### config.mk
export PLATFORM = sky130hd
export DESIGN_NAME = mem_bus_arbiter
export DESIGN_NICKNAME = d
export VERILOG_FILES = /design/src/rtl/mem_bus_arbiter.sv
export SDC_FILE = /design/constraint.sdc
export NUM_CORES = 1
export LEC_CHECK = 0
export CORE_MARGIN = 3
export CORE_UTILIZATION = 47
export DETAILED_ROUTE_END_ITERATION = 7
export PLACE_DENSITY = 0.86
export SLEW_MARGIN = 0
export SYNTH_ARGS = -nofsm -noshare
export SYNTH_HDL_FRONTEND = slang
export SYNTH_SLANG_ARGS = --single-unit
### constraint.sdc
create_clock -name i_clock -period 4 [get_ports i_clock]
set_clock_uncertainty 0.05 [all_clocks]
set_input_delay 0.4 -clock i_clock [delete_from_list [all_inputs] [get_ports i_clock]]
set_output_delay 0.4 -clock i_clock [all_outputs]
set_load 0.05 [all_outputs]
### src/rtl/mem_bus_arbiter.sv
// Arbitrates the single memory/IO bus between the IF fetch port and the MEM data port.
// MEM always has priority; each access is a registered req/ack handshake with a timeout.
module mem_bus_arbiter #(
    parameter logic [7:0] TIMEOUT = 8'd255
) (
    input  logic        i_clock,
    input  logic        i_reset,        // active low
    input  logic        i_flush,
    input  logic        i_if_req,
    input  logic [31:0] i_if_addr,
    output logic [31:0] o_if_rdata,
    output logic        o_if_stall,
    input  logic        i_mem_rd,
    input  logic        i_mem_wr,
    input  logic        i_mem_sign,
    input  logic [1:0]  i_mem_width,
    input  logic [31:0] i_mem_addr,
    input  logic [31:0] i_mem_wdata,
    output logic [31:0] o_mem_rdata,
    output logic        o_mem_stall,
    output logic        o_mem_misalign,
    output logic        o_bus_timeout,
    output logic        o_bus_req,
    output logic        o_bus_we,
    output logic [31:0] o_bus_addr,
    output logic [3:0]  o_bus_be,
    output logic [31:0] o_bus_wdata,
    input  logic [31:0] i_bus_rdata,
    input  logic        i_bus_ack
);

    localparam logic [1:0] S_IDLE    = 2'd0;
    localparam logic [1:0] S_MEM_BUS = 2'd1;
    localparam logic [1:0] S_IF_BUS  = 2'd2;

    logic [1:0]  r_state;
    logic [7:0]  r_cnt;
    logic        r_mem_done;
    logic        r_if_done;
    logic        r_kill;
    logic [1:0]  r_lane;
    logic [1:0]  r_width;
    logic        r_sign;
    logic        r_bus_timeout;
    logic        r_bus_req;
    logic        r_bus_we;
    logic [31:0] r_bus_addr;
    logic [3:0]  r_bus_be;
    logic [31:0] r_bus_wdata;
    logic [31:0] r_mem_rdata;
    logic [31:0] r_if_rdata;

    logic        w_mem_access;
    logic        w_misalign;
    logic        w_mem_stall;
    logic        w_if_stall;
    logic        w_start_mem;
    logic        w_start_if;
    logic        w_timeout;
    logic        w_finish;
    logic [3:0]  w_be;
    logic [31:0] w_wdata;
    logic [31:0] w_lane_data;
    logic [31:0] w_load_data;

    assign w_mem_access = i_mem_rd | i_mem_wr;
    assign w_misalign   = w_mem_access &
                          (((i_mem_width == 2'b01) & i_mem_addr[0]) |
                           (i_mem_width[1] & (i_mem_addr[1:0] != 2'b00)));
    assign w_mem_stall  = w_mem_access & ~r_mem_done & ~w_misalign;
    assign w_if_stall   = (i_if_req & ~r_if_done) | w_mem_stall;

    assign w_start_mem  = (r_state == S_IDLE) & w_mem_stall;
    assign w_start_if   = (r_state == S_IDLE) & ~w_start_mem & i_if_req & ~i_flush & ~r_if_done;
    assign w_timeout    = (r_state != S_IDLE) & ~i_bus_ack & (r_cnt == TIMEOUT - 8'd1);
    assign w_finish     = (r_state != S_IDLE) & (i_bus_ack | w_timeout);

    always_comb begin
        w_be    = 4'b1111;
        w_wdata = i_mem_wdata;
        case (i_mem_width)
            2'b00: begin
                w_be    = 4'b0001 << i_mem_addr[1:0];
                w_wdata = {4{i_mem_wdata[7:0]}};
            end
            2'b01: begin
                w_be    = i_mem_addr[1] ? 4'b1100 : 4'b0011;
                w_wdata = {2{i_mem_wdata[15:0]}};
            end
            default: ;
        endcase
    end

    // Lane selection uses the address captured at issue, so it cannot drift during the handshake.
    assign w_lane_data = i_bus_rdata >> {r_lane, 3'b000};

    always_comb begin
        w_load_data = i_bus_rdata;
        case (r_width)
            2'b00: w_load_data = {{24{r_sign & w_lane_data[7]}}, w_lane_data[7:0]};
            2'b01: w_load_data = {{16{r_sign & w_lane_data[15]}}, w_lane_data[15:0]};
            default: ;
        endcase
    end

    always_ff @(posedge i_clock or negedge i_reset) begin
        if (!i_reset) begin
            r_state       <= S_IDLE;
            r_cnt         <= 8'd0;
            r_mem_done    <= 1'b0;
            r_if_done     <= 1'b0;
            r_kill        <= 1'b0;
            r_lane        <= 2'b00;
            r_width       <= 2'b00;
            r_sign        <= 1'b0;
            r_bus_timeout <= 1'b0;
            r_bus_req     <= 1'b0;
            r_bus_we      <= 1'b0;
            r_bus_addr    <= 32'd0;
            r_bus_be      <= 4'd0;
            r_bus_wdata   <= 32'd0;
            r_mem_rdata   <= 32'd0;
            r_if_rdata    <= 32'd0;
        end else begin
            r_bus_timeout <= 1'b0;
            // A done flag lives exactly until the pipeline has advanced past its stall.
            if (r_mem_done && !w_mem_stall) r_mem_done <= 1'b0;
            if (r_if_done && !w_if_stall)   r_if_done  <= 1'b0;

            case (r_state)
                S_IDLE: begin
                    if (w_start_mem) begin
                        r_state     <= S_MEM_BUS;
                        r_cnt       <= 8'd0;
                        r_bus_req   <= 1'b1;
                        r_bus_we    <= i_mem_wr;
                        r_bus_addr  <= {i_mem_addr[31:2], 2'b00};
                        r_bus_be    <= w_be;
                        r_bus_wdata <= w_wdata;
                        r_lane      <= i_mem_addr[1:0];
                        r_width     <= i_mem_width;
                        r_sign      <= i_mem_sign;
                    end else if (w_start_if) begin
                        r_state     <= S_IF_BUS;
                        r_cnt       <= 8'd0;
                        r_kill      <= 1'b0;
                        r_bus_req   <= 1'b1;
                        r_bus_we    <= 1'b0;
                        r_bus_addr  <= {i_if_addr[31:2], 2'b00};
                        r_bus_be    <= 4'b1111;
                    end
                end
                S_MEM_BUS: begin
                    if (w_finish) begin
                        r_state       <= S_IDLE;
                        r_bus_req     <= 1'b0;
                        r_bus_we      <= 1'b0;
                        r_mem_done    <= 1'b1;
                        r_bus_timeout <= w_timeout;
                        r_mem_rdata   <= w_timeout ? 32'd0 : w_load_data;
                    end else begin
                        r_cnt <= r_cnt + 8'd1;
                    end
                end
                S_IF_BUS: begin
                    if (i_flush) r_kill <= 1'b1;
                    if (w_finish) begin
                        r_state       <= S_IDLE;
                        r_bus_req     <= 1'b0;
                        r_kill        <= 1'b0;
                        r_if_done     <= ~(r_kill | i_flush);
                        r_bus_timeout <= w_timeout;
                        r_if_rdata    <= w_timeout ? 32'd0 : i_bus_rdata;
                    end else begin
                        r_cnt <= r_cnt + 8'd1;
                    end
                end
                default: r_state <= S_IDLE;
            endcase
        end
    end

    assign o_if_rdata     = r_if_rdata;
    assign o_if_stall     = w_if_stall;
    assign o_mem_rdata    = r_mem_rdata;
    assign o_mem_stall    = w_mem_stall;
    assign o_mem_misalign = w_misalign;
    assign o_bus_timeout  = r_bus_timeout;
    assign o_bus_req      = r_bus_req;
    assign o_bus_we       = r_bus_we;
    assign o_bus_addr     = r_bus_addr;
    assign o_bus_be       = r_bus_be;
    assign o_bus_wdata    = r_bus_wdata;

endmodule

==> flow_results.org, run 1 <==
** STA
- Unrepaired setup endpoints after global routing :: no
- Final hold analysis gives a worst-case slack of -14.3 ps.
- Of the available clock period, the critical path in the final layout requires between 70 and 80%.
- In this run the tightest slew margin relative to its limit is 24.7%.
- Final hold viol count :: 4
- For the pin with the worst max-slew slack, the measured transition is 1130 ps.
- For this run, the top clock speed supported by timing is 0.341 GHz.
- Setup violation total in the final timing report :: 0
- After routing, the total negative slack on setup checks comes to 0 ps.
- Max Slew Vio Count :: 0
- Minimum period implied by the final worst setup slack :: 2940 ps
- Final critical-path setup slack :: 1060 ps

** Yosys
- Average cell area after synthesis :: 9.43 µm²
- Area fraction of the dominant cell type after synthesis :: 53.9%
- Ys Warns :: 0
- Sequential cells were found to cover 53.9% of the synthesized design area.
- Library cells used by synthesis :: 50
- The commonest cells after synthesis are 193 x nand2_1, 151 x dfrtp_1, 67 x o21ai_0, 40 x mux2i_1, 38 x o22ai_1.
- Among all cell types in the netlist, the one instantiated most often is nand2_1.
- In the synthesized netlist the dominant register cell turns out to be dfrtp_1.
- Count of state elements after synthesis :: 151
- Summing every instance area after synthesis gives approximately 7000 µm².
- Number of flops mapped to enable cells by yosys :: 0
- In the synthesized netlist, the number of instances is 743.
- The biggest area contributor in the post-synthesis netlist is dfrtp_1.
- Ranked by total cell area, the synthesized netlist is headed by dfrtp_1 54%, nand2_1 10%, mux2i_1 5.7%.
- Proportion of synthesized flip-flops having asynchronous set or reset :: 100%

** Setup path
- STA puts the critical path data required time at around 4300 ps.
- On the critical path, the stage with the largest delay is an instance of nand4_1.
- The signal on the critical path passes through inv_1 > ha_1 > nor2b_1 > nand4_1 > o211a_2 > or3_1 > a21oi_1.
- Along the worst path, the maximum fanout reaches 19.
- Together, buffers and inverters on the worst path number 1.
- Broken down by cell family, the worst path's largest delay share belongs to simple AND/OR/NAND/NOR gates.
- Across all register-to-register paths, the minimum setup slack is 1060 ps.
- The worst register-to-register path begins at r_state[0]$_DFFE_PN0P_.
- Capturing point of the worst reg2reg path :: r_cnt[7]$_DFFE_PN0P_
- STA puts the critical path data arrival time at approximately 3200 ps.
- Counting cells, the worst reg-to-reg path comes to 7.
- Crit path launch :: r_state[0]$_DFFE_PN0P_
- STA classifies the critical path endpoint as a flip-flop.
- The critical path ends at r_cnt[7]$_DFFE_PN0P_.
- Type of the setup path with the least slack :: reg2reg
- The critical path crosses 7 cells after its start point.
- Worst stage delay on the critical path :: ~600 ps
- STA classifies the critical path startpoint as a flip-flop.

** Global routing
- Vias in the first global route :: between 6k and 7k
- Summed over all layers, the global routing overflow is 0.
- Largest net degree at the start of global routing :: 99
- Global routing used 27.3% of the available tracks across all layers.
- Global-route wire length before repair :: about 35,000 µm
- The initial antenna violation count was 1.

** Clocking
- Number of clock sinks :: 151
- Library cell used as clock root buffer :: clkbuf_16
- # H-tree levels :: 4
- TritonCTS built the clock tree.
- CTS Buf Count :: 17
- Clock-pin slew was measured on the worst setup and hold paths at about 60 ps.
- Maximum root-to-sink buffer count :: 2
- After clock tree synthesis, the flow added hold-fix buffers numbering 0.
- Buffer count from post-CTS setup fixing :: 0
- The number of gates resized after CTS was 0.
- Clock latency on the worst-skew pair, taken at its later pin, is 430 ps.

** Drt
- After detailed routing, the number of vias per cell comes to 5.60.
- Total length of routed wires :: 22,600 µm
- The detailed router finished its first iteration with 560 violations.
- Number of DRC violations after detailed routing :: 0
- Via count :: 6,636
- After detailed routing, the average wire length per cell comes to 19.1 µm.
- Once detail routing completed, the nets flagged for antenna violations numbered 0.
- For this run, the detailed router's first-pass iteration total came to 5.

** Floorplanning
- Boundary pin count :: 276
- Area of the die :: around 16,000 µm²
- Starting Density :: between 40% and 50%
- Placement Rows :: 43
- Measured along the y axis, the die boundary spans 128 µm.
- In this run the standard cell core region covers 14,200 µm².
- Die width :: 128 µm

** Finish
- After routing the design area is 10,500 µm².
- Area overhead of the layout relative to synthesis :: 50.4%
- Share of cells above drive strength 1 :: 5.68%
- Final Net Count :: 1,135

** Power
- Summed over all cells, the static leakage comes to 4.64 nW.
- The worst-case IR drop observed on VDD is about 0.00054 V.
- Summing internal, switching and leakage power gives about 0.0098 W.
- Dividing total power by cell area gives a power density of 927 nW/µm².

** Placed design
- In this run the tool buffered the top-level ports with 271 buffer cells.
- OpenSTA, run right after detailed placement, puts the worst setup slack at 1080 ps.
- HPWL after DPL :: 16,000 µm
- Summing all placed instances gives a cell area of 9820 µm².
- Final estimated routing congestion in global placement :: 0.845

** Status
- The flow ran to the end, but the final reports show violations.
- The final reports fail on hold timing.

** Worst hold path
- In this run the worst hold path is classified as in2async.

** Job
- # Max-Cap Violations :: 0
-- registers in the layout, indices dropped and copies added, names as in the netlist, 2 cells and up --
signal,flops
r_width,2
o_bus_addr,30
r_lane,2
o_bus_wdata,32
o_mem_rdata,32
o_if_rdata,32
o_bus_be,4
r_state,2
r_cnt,8
-- through the flow --
step	util, %	std cells	hold slack [ps]
final	74.2	1185	-14.3
after detailed placement	69.1	1153	404
after floorplan	-	744	54.4
after global routing	74.2	1185	64.7
after global placement	69.1	1153	399
after CTS	74.2	1184	50.4
-- worst min path at each step --
stage	end	slack [ps]	depth (start not counted)
final	o_bus_wdata[23]$_DFFE_PN0P_	-10	1
after global placement	o_if_rdata[3]$_DFFE_PN0P_	400	2
after detailed placement	o_if_rdata[21]$_DFFE_PN0P_	400	2
after global routing	o_bus_wdata[23]$_DFFE_PN0P_	60	1
after floorplan	o_bus_addr[10]$_DFFE_PN0P_	50	0
after CTS	o_bus_wdata[23]$_DFFE_PN0P_	50	1
-- power breakdown --
group | internal (W) | leakage (nW) | switching, W | total [W]
clock network | 0.00131 | 0.339 | 0.000638 | 0.00195
registers | 0.00218 | 1.90 | 0.000483 | 0.00267
logic | 0.00169 | 2.40 | 0.00346 | 0.00515
total | 0.00519 | 4.64 | 0.00458 | 0.00977
-- routing by layer --
| metal | up-vias | routed length, µm | GRT usage, % |
|---|---|---|---|
| met1 | 3195 | 8850 | 32.8 |
| met2 | 278 | 11300 | 45.8 |
| li1 | 3119 | - | - |
| met4 | 0 | 645 | 9.61 |
| met5 | - | 0 | 1.24 |
| met3 | 44 | 1840 | 9.17 |
-- worst register-to-register path, stage by stage, from the launching register on --
cell     delay, ps
dfrtp_1        400
inv_1           90
ha_1           480
nor2b_1        230
nand4_1        600
o211a_2        480
or3_1          370
a21oi_1        150
-- final cells by class --
| cell class | count | area (µm²) |
|---|---|---|
| antenna | 1 | 2.50 |
| clock buffer | 19 | 443 |
| clock inverter | 12 | 273 |
| fill | 1025 | 3670 |
| inverter | 11 | 41.3 |
| multi-input combinational | 527 | 2940 |
| sequential | 151 | 3780 |
| tap | 180 | 225 |
| timing repair buffer | 284 | 2830 |
-- placed cells by master (no fill, tap or decap), types with 3 or more instances in the layout --
cell type,count
or3_1,6
bufinv_16,8
o22ai_1,38
o21ai_1,4
ha_1,5
a22oi_1,7
dfrtp_1,151
nand3_1,37
nand4_1,4
nor2b_1,3
a21oi_1,30
nand2_1,193
a221o_1,17
clkdlybuf4s50_1,268
mux2i_1,40
inv_1,11
nor2_1,25
clkbuf_16,17
o31ai_1,10
buf_4,13
o21ai_0,67
o211ai_1,7
-- cells by family after synthesis --
logic type,synth area share (%)
AND/OR/NAND/NOR,17.4
AO/OA/AOI/OAI,17.5
flip-flops,53.9
buffers and inverters,4.16
multiplexers,6.04
adder cells (fa/ha/maj),0.893
other,0.0535
No activity file was read; power rests on OpenSTA's default activity.
==> inputs of run 2 (changes only) <==
Settings changed: CORE_UTILIZATION 47 to 40, PLACE_DENSITY 0.86 to 0.77.
Clock period 4 ns to 2.4 ns, I/O delays scaled along.
==> run 2 against run 1 <==
The run now ends clean. Non-clock buffer count is 16 higher. Clock-buffer cell count stayed put. Power up 64%. Critical path type unchanged. Largest power group unchanged. Highest routed layer unchanged.
==> flow_results.org, run 2 (synthesis results as in run 1) <==
** Status
- Outcome :: finished, final reports clean

** STA
- The final worst-path cycle share was 90.5% (+17 points).
- The final number of hold-violating endpoints was 0 (-4).
- The achievable clock frequency was 0.461 GHz (+35%).
- Setup_tns :: 0 ps (unchanged)
- Unrepaired setup endpoints after global routing :: no
- Max Slew Vio Count :: 0 (unchanged)
- The relative slew slack was 61.0% (+36 points).
- Setup violation total in the final timing report :: 0 (unchanged)
- The time the final worst path needs with I/O delays and setup was 2170 ps (-766 ps).
- The slew at the pin with the worst max-slew slack is 583 ps (-543 ps).

** Global routing
- The pin count of the biggest net entering global routing was 68 (-31%).
- Global-route wire length before repair :: 35,300 µm (+0.47%)
- Global Route Usage Sum :: 22.9% (-4.4 points)
- The overall overflow remaining after global route was 0 (unchanged).
- Antenna violations before repair :: 0 (-1)
- The number of global-route vias before repair came to 6,446 (-3.5%).

** Setup path
- Cells along the critical path :: inv_1 > ha_1 > nor2b_1 > nand4_1 > o211a_2 > or3_1 > a21oi_1
- The slowest stage of the critical path is the dfrtp_1 cell.
- The endpoint identified for the worst register-to-register timing path is r_cnt[7]$_DFFE_PN0P_.
- The depth of the most critical reg-to-reg path came to 7 (unchanged).
- Worst Path Required :: 2690 ps (-1600 ps)
- Worst stage delay on the critical path :: 390 ps (-210 ps)
- The worst-path maximum fanout is 14 (-5).
- The cell family contributing the most delay on the critical path is simple AND/OR/NAND/NOR gates.
- Signal arrival time at the worst endpoint :: 2460 ps (-770 ps)
- Crit path buf inv count :: 1 (unchanged)
- Type of the setup path with the least slack :: reg2reg
- Critical path capture point type :: flip-flop
- Start of the worst register-to-register path :: r_state[0]$_DFFE_PN0P_
- The register-to-register path setup slack is 230 ps (-830 ps).
- The worst setup path is launched from a flip-flop.

** Floorplanning
- Die Ht :: 138 µm (+8.0%)
- Starting Density :: 41.5% (-7.8 points)
- Placement Rows :: 47 (+9.3%)
- Boundary pin count :: 276 (unchanged)
- Core ar. :: 16,900 µm² (+19%)
- Area of the die :: 19,100 µm² (+17%)
- Die width :: 138 µm (+8.0%)

** Clocking
- CTS Buf Count :: 17 (unchanged)
- The root buffer cell chosen for the clock tree is clkbuf_16.
- The number of post-CTS setup repair buffers was 0 (unchanged).
- TritonCTS built the clock tree.
- The CTS clock-pin slew for the worst setup and hold paths was 60 ps (about the same).
- Number of clock sinks :: 151 (unchanged)
- The worst-skew pair later-pin latency came to 420 ps (about the same).
- Maximum root-to-sink buffer count :: 2 (unchanged)
- The depth of the CTS H-tree was 4 (unchanged).

** Drt
- The vias after detailed routing was 6,516 (-1.8%).
- Total length of routed wires :: 22,300 µm (-1.6%)
- Detailed Route Iter0 Violations :: 417 (-26%)
- Number of DRC violations after detailed routing :: 0 (unchanged)
- The routed length per placed instance was 18.0 µm (-6.0%).
- First-pass iteration count of the detailed router :: 5 (unchanged)
- The detailed-route vias per instance was 5.25 (-6.2%).
- The post-route antenna net violation count came to 0 (unchanged).

** Job
- The max capacitance violation total was 0 (unchanged).

** Finish
- Final design utilization :: 63.4% (-11 points)
- The filler-free cell count of the finished design was 1,240 (+4.6%).
- The share of cells above drive strength 1 came to 7.06% (+1.4 points).
- In the layout the commonest cells are 267 x clkdlybuf4s50_1, 193 x nand2_1, 151 x dfrtp_1.
- Leaving out fill and tap cells, the most frequent cell in the layout is clkdlybuf4s50_1.
- The final antenna diode count came to 0 (-1).
- Compared with the post-synthesis result, the final layout area differs by 52.8%.
- Final Net Count :: 1,151 (+1.4%)
- The number of inserted filler cells in the final layout is 1,426 (+39%).
- Post-route standard cell area excluding fillers :: 10,700 µm² (+1.6%)

** Power
- The power dissipated by switching net loads came to 0.00757 W (+65%).
- Power density of the placed cells :: 1490 nW/µm² (+61%)
- The reported leakage power was 4.71 nW (+1.6%).
- Share of total power consumed by net switching :: 47.3% (+0.45 points)
- The internal power of the cells was 0.00843 W (+62%).
- The worst IR drop on VDD was 0.000961 V (+77%).
- Share of power burned in combinational logic :: 54.9% (+2.2 points)
- The clock network fraction of total power was 18.1% (-1.9 points).
- Sequential cell fraction of total power :: 27.0% (-0.3 points)

** Placed design
- Area post-placement :: 10,100 µm² (+2.4%)
- The routability-driven placement congestion ratio is 0.842 (-0.27%).
- # placed instances :: 1,208 (+4.8%)
- The count of port buffers added during placement was 271 (unchanged).
- HPWL after DPL :: 16,300 µm (+1.5%)

** Worst hold path
- Type of the tightest min-delay check :: in2async
==> run 2: cell types whose count changed in the layout (fill, tap and decap cells not counted), moves of 2 or more <==
| cell | previous run | this run |
|---|---|---|
| clkinv_2 | 0 | 2 |
| buf_4 | 13 | 23 |
| bufinv_16 | 8 | 5 |
| buf_12 | 2 | 8 |
==> run 2: cell type report <==
class                   instances  area [µm²]  area share [%]
clock inverters                12         201            1.88
inverters                      11        41.3           0.386
clock buffers                  19         433            4.04
repair buffers                300        3030            28.3
flip-flops and latches        151        3780            35.3
multi-input cells             527        2950            27.5
well taps                     220         275            2.57
==> run 2: worst register-to-register path: stages, from the launching register on <==
cell	delay, ps
dfrtp_1	390
inv_1	90
ha_1	330
nor2b_1	220
nand4_1	210
o211a_2	270
or3_1	370
a21oi_1	160
==> run 2: layer usage <==
| metal | up-vias | global-route usage [%] | part of all wire (%) |
|---|---|---|---|
| li1 | 3147 | - | - |
| met3 | 29 | 6.77 | 7.0 |
| met4 | 0 | 5.72 | 1.6 |
| met2 | 203 | 38.6 | 50 |
| met5 | - | 0 | 0 |
| met1 | 3137 | 29.2 | 41 |
==> run 2: worst max path at each step <==
stage	from	to	slack, ps	cells past startpoint
floorplan	i_mem_width[0]	o_mem_misalign	410	3
finish	r_state[0]$_DFFE_PN0P_	r_cnt[7]$_DFFE_PN0P_	230	7
CTS	r_state[1]$_DFFE_PN0P_	o_mem_rdata[21]$_DFFE_PN0P_	210	7
global placement	i_bus_ack	o_mem_rdata[25]$_DFFE_PN0P_	260	6
global route	r_state[0]$_DFFE_PN0P_	r_cnt[4]$_DFFE_PN0P_	70	8
detailed placement	i_mem_addr[0]	r_cnt[4]$_DFFE_PN0P_	210	6
==> run 2: repair_timing <==
action / CTS / global route
hold buffers: 1 / 0
resized for setup: 0 / 1
setup endpoints to repair: 0 / 2
hold endpoints to repair: 58 / 0
==> run 2: per-stage QoR <==
| stage | total power, W | worst slack (ps) | hold slack, ps |
|---|---|---|---|
| floorplan | 0.00994 | 409 | -106 |
| global placement | 0.0130 | 262 | 215 |
| detailed placement | 0.0131 | 210 | 209 |
| CTS | 0.0161 | 209 | 294 |
| global route | 0.0168 | 71.5 | 314 |
| finish | 0.0160 | 229 | 293 |
==> run 2: power groups by stage <==
| stage | sequential, W | clock, W | combinational, W |
|---|---|---|---|
| 2_1_floorplan | 0.00775 | 0 | 0.00219 |
| 3_3_place_gp | 0.00429 | 0 | 0.00871 |
| 3_5_place_dp | 0.00433 | 0 | 0.00880 |
| 4_1_cts | 0.00432 | 0.00295 | 0.00883 |
| 5_1_grt | 0.00446 | 0.00306 | 0.00930 |
| 6_report | 0.00431 | 0.00290 | 0.00879 |
==> inputs of run 3 (changes only) <==
Settings changed: ABC_CLOCK_PERIOD_IN_PS from default to 2400.
==> results of run 3 <==
Final layout, timing and power as in run 2 (identical DEF).
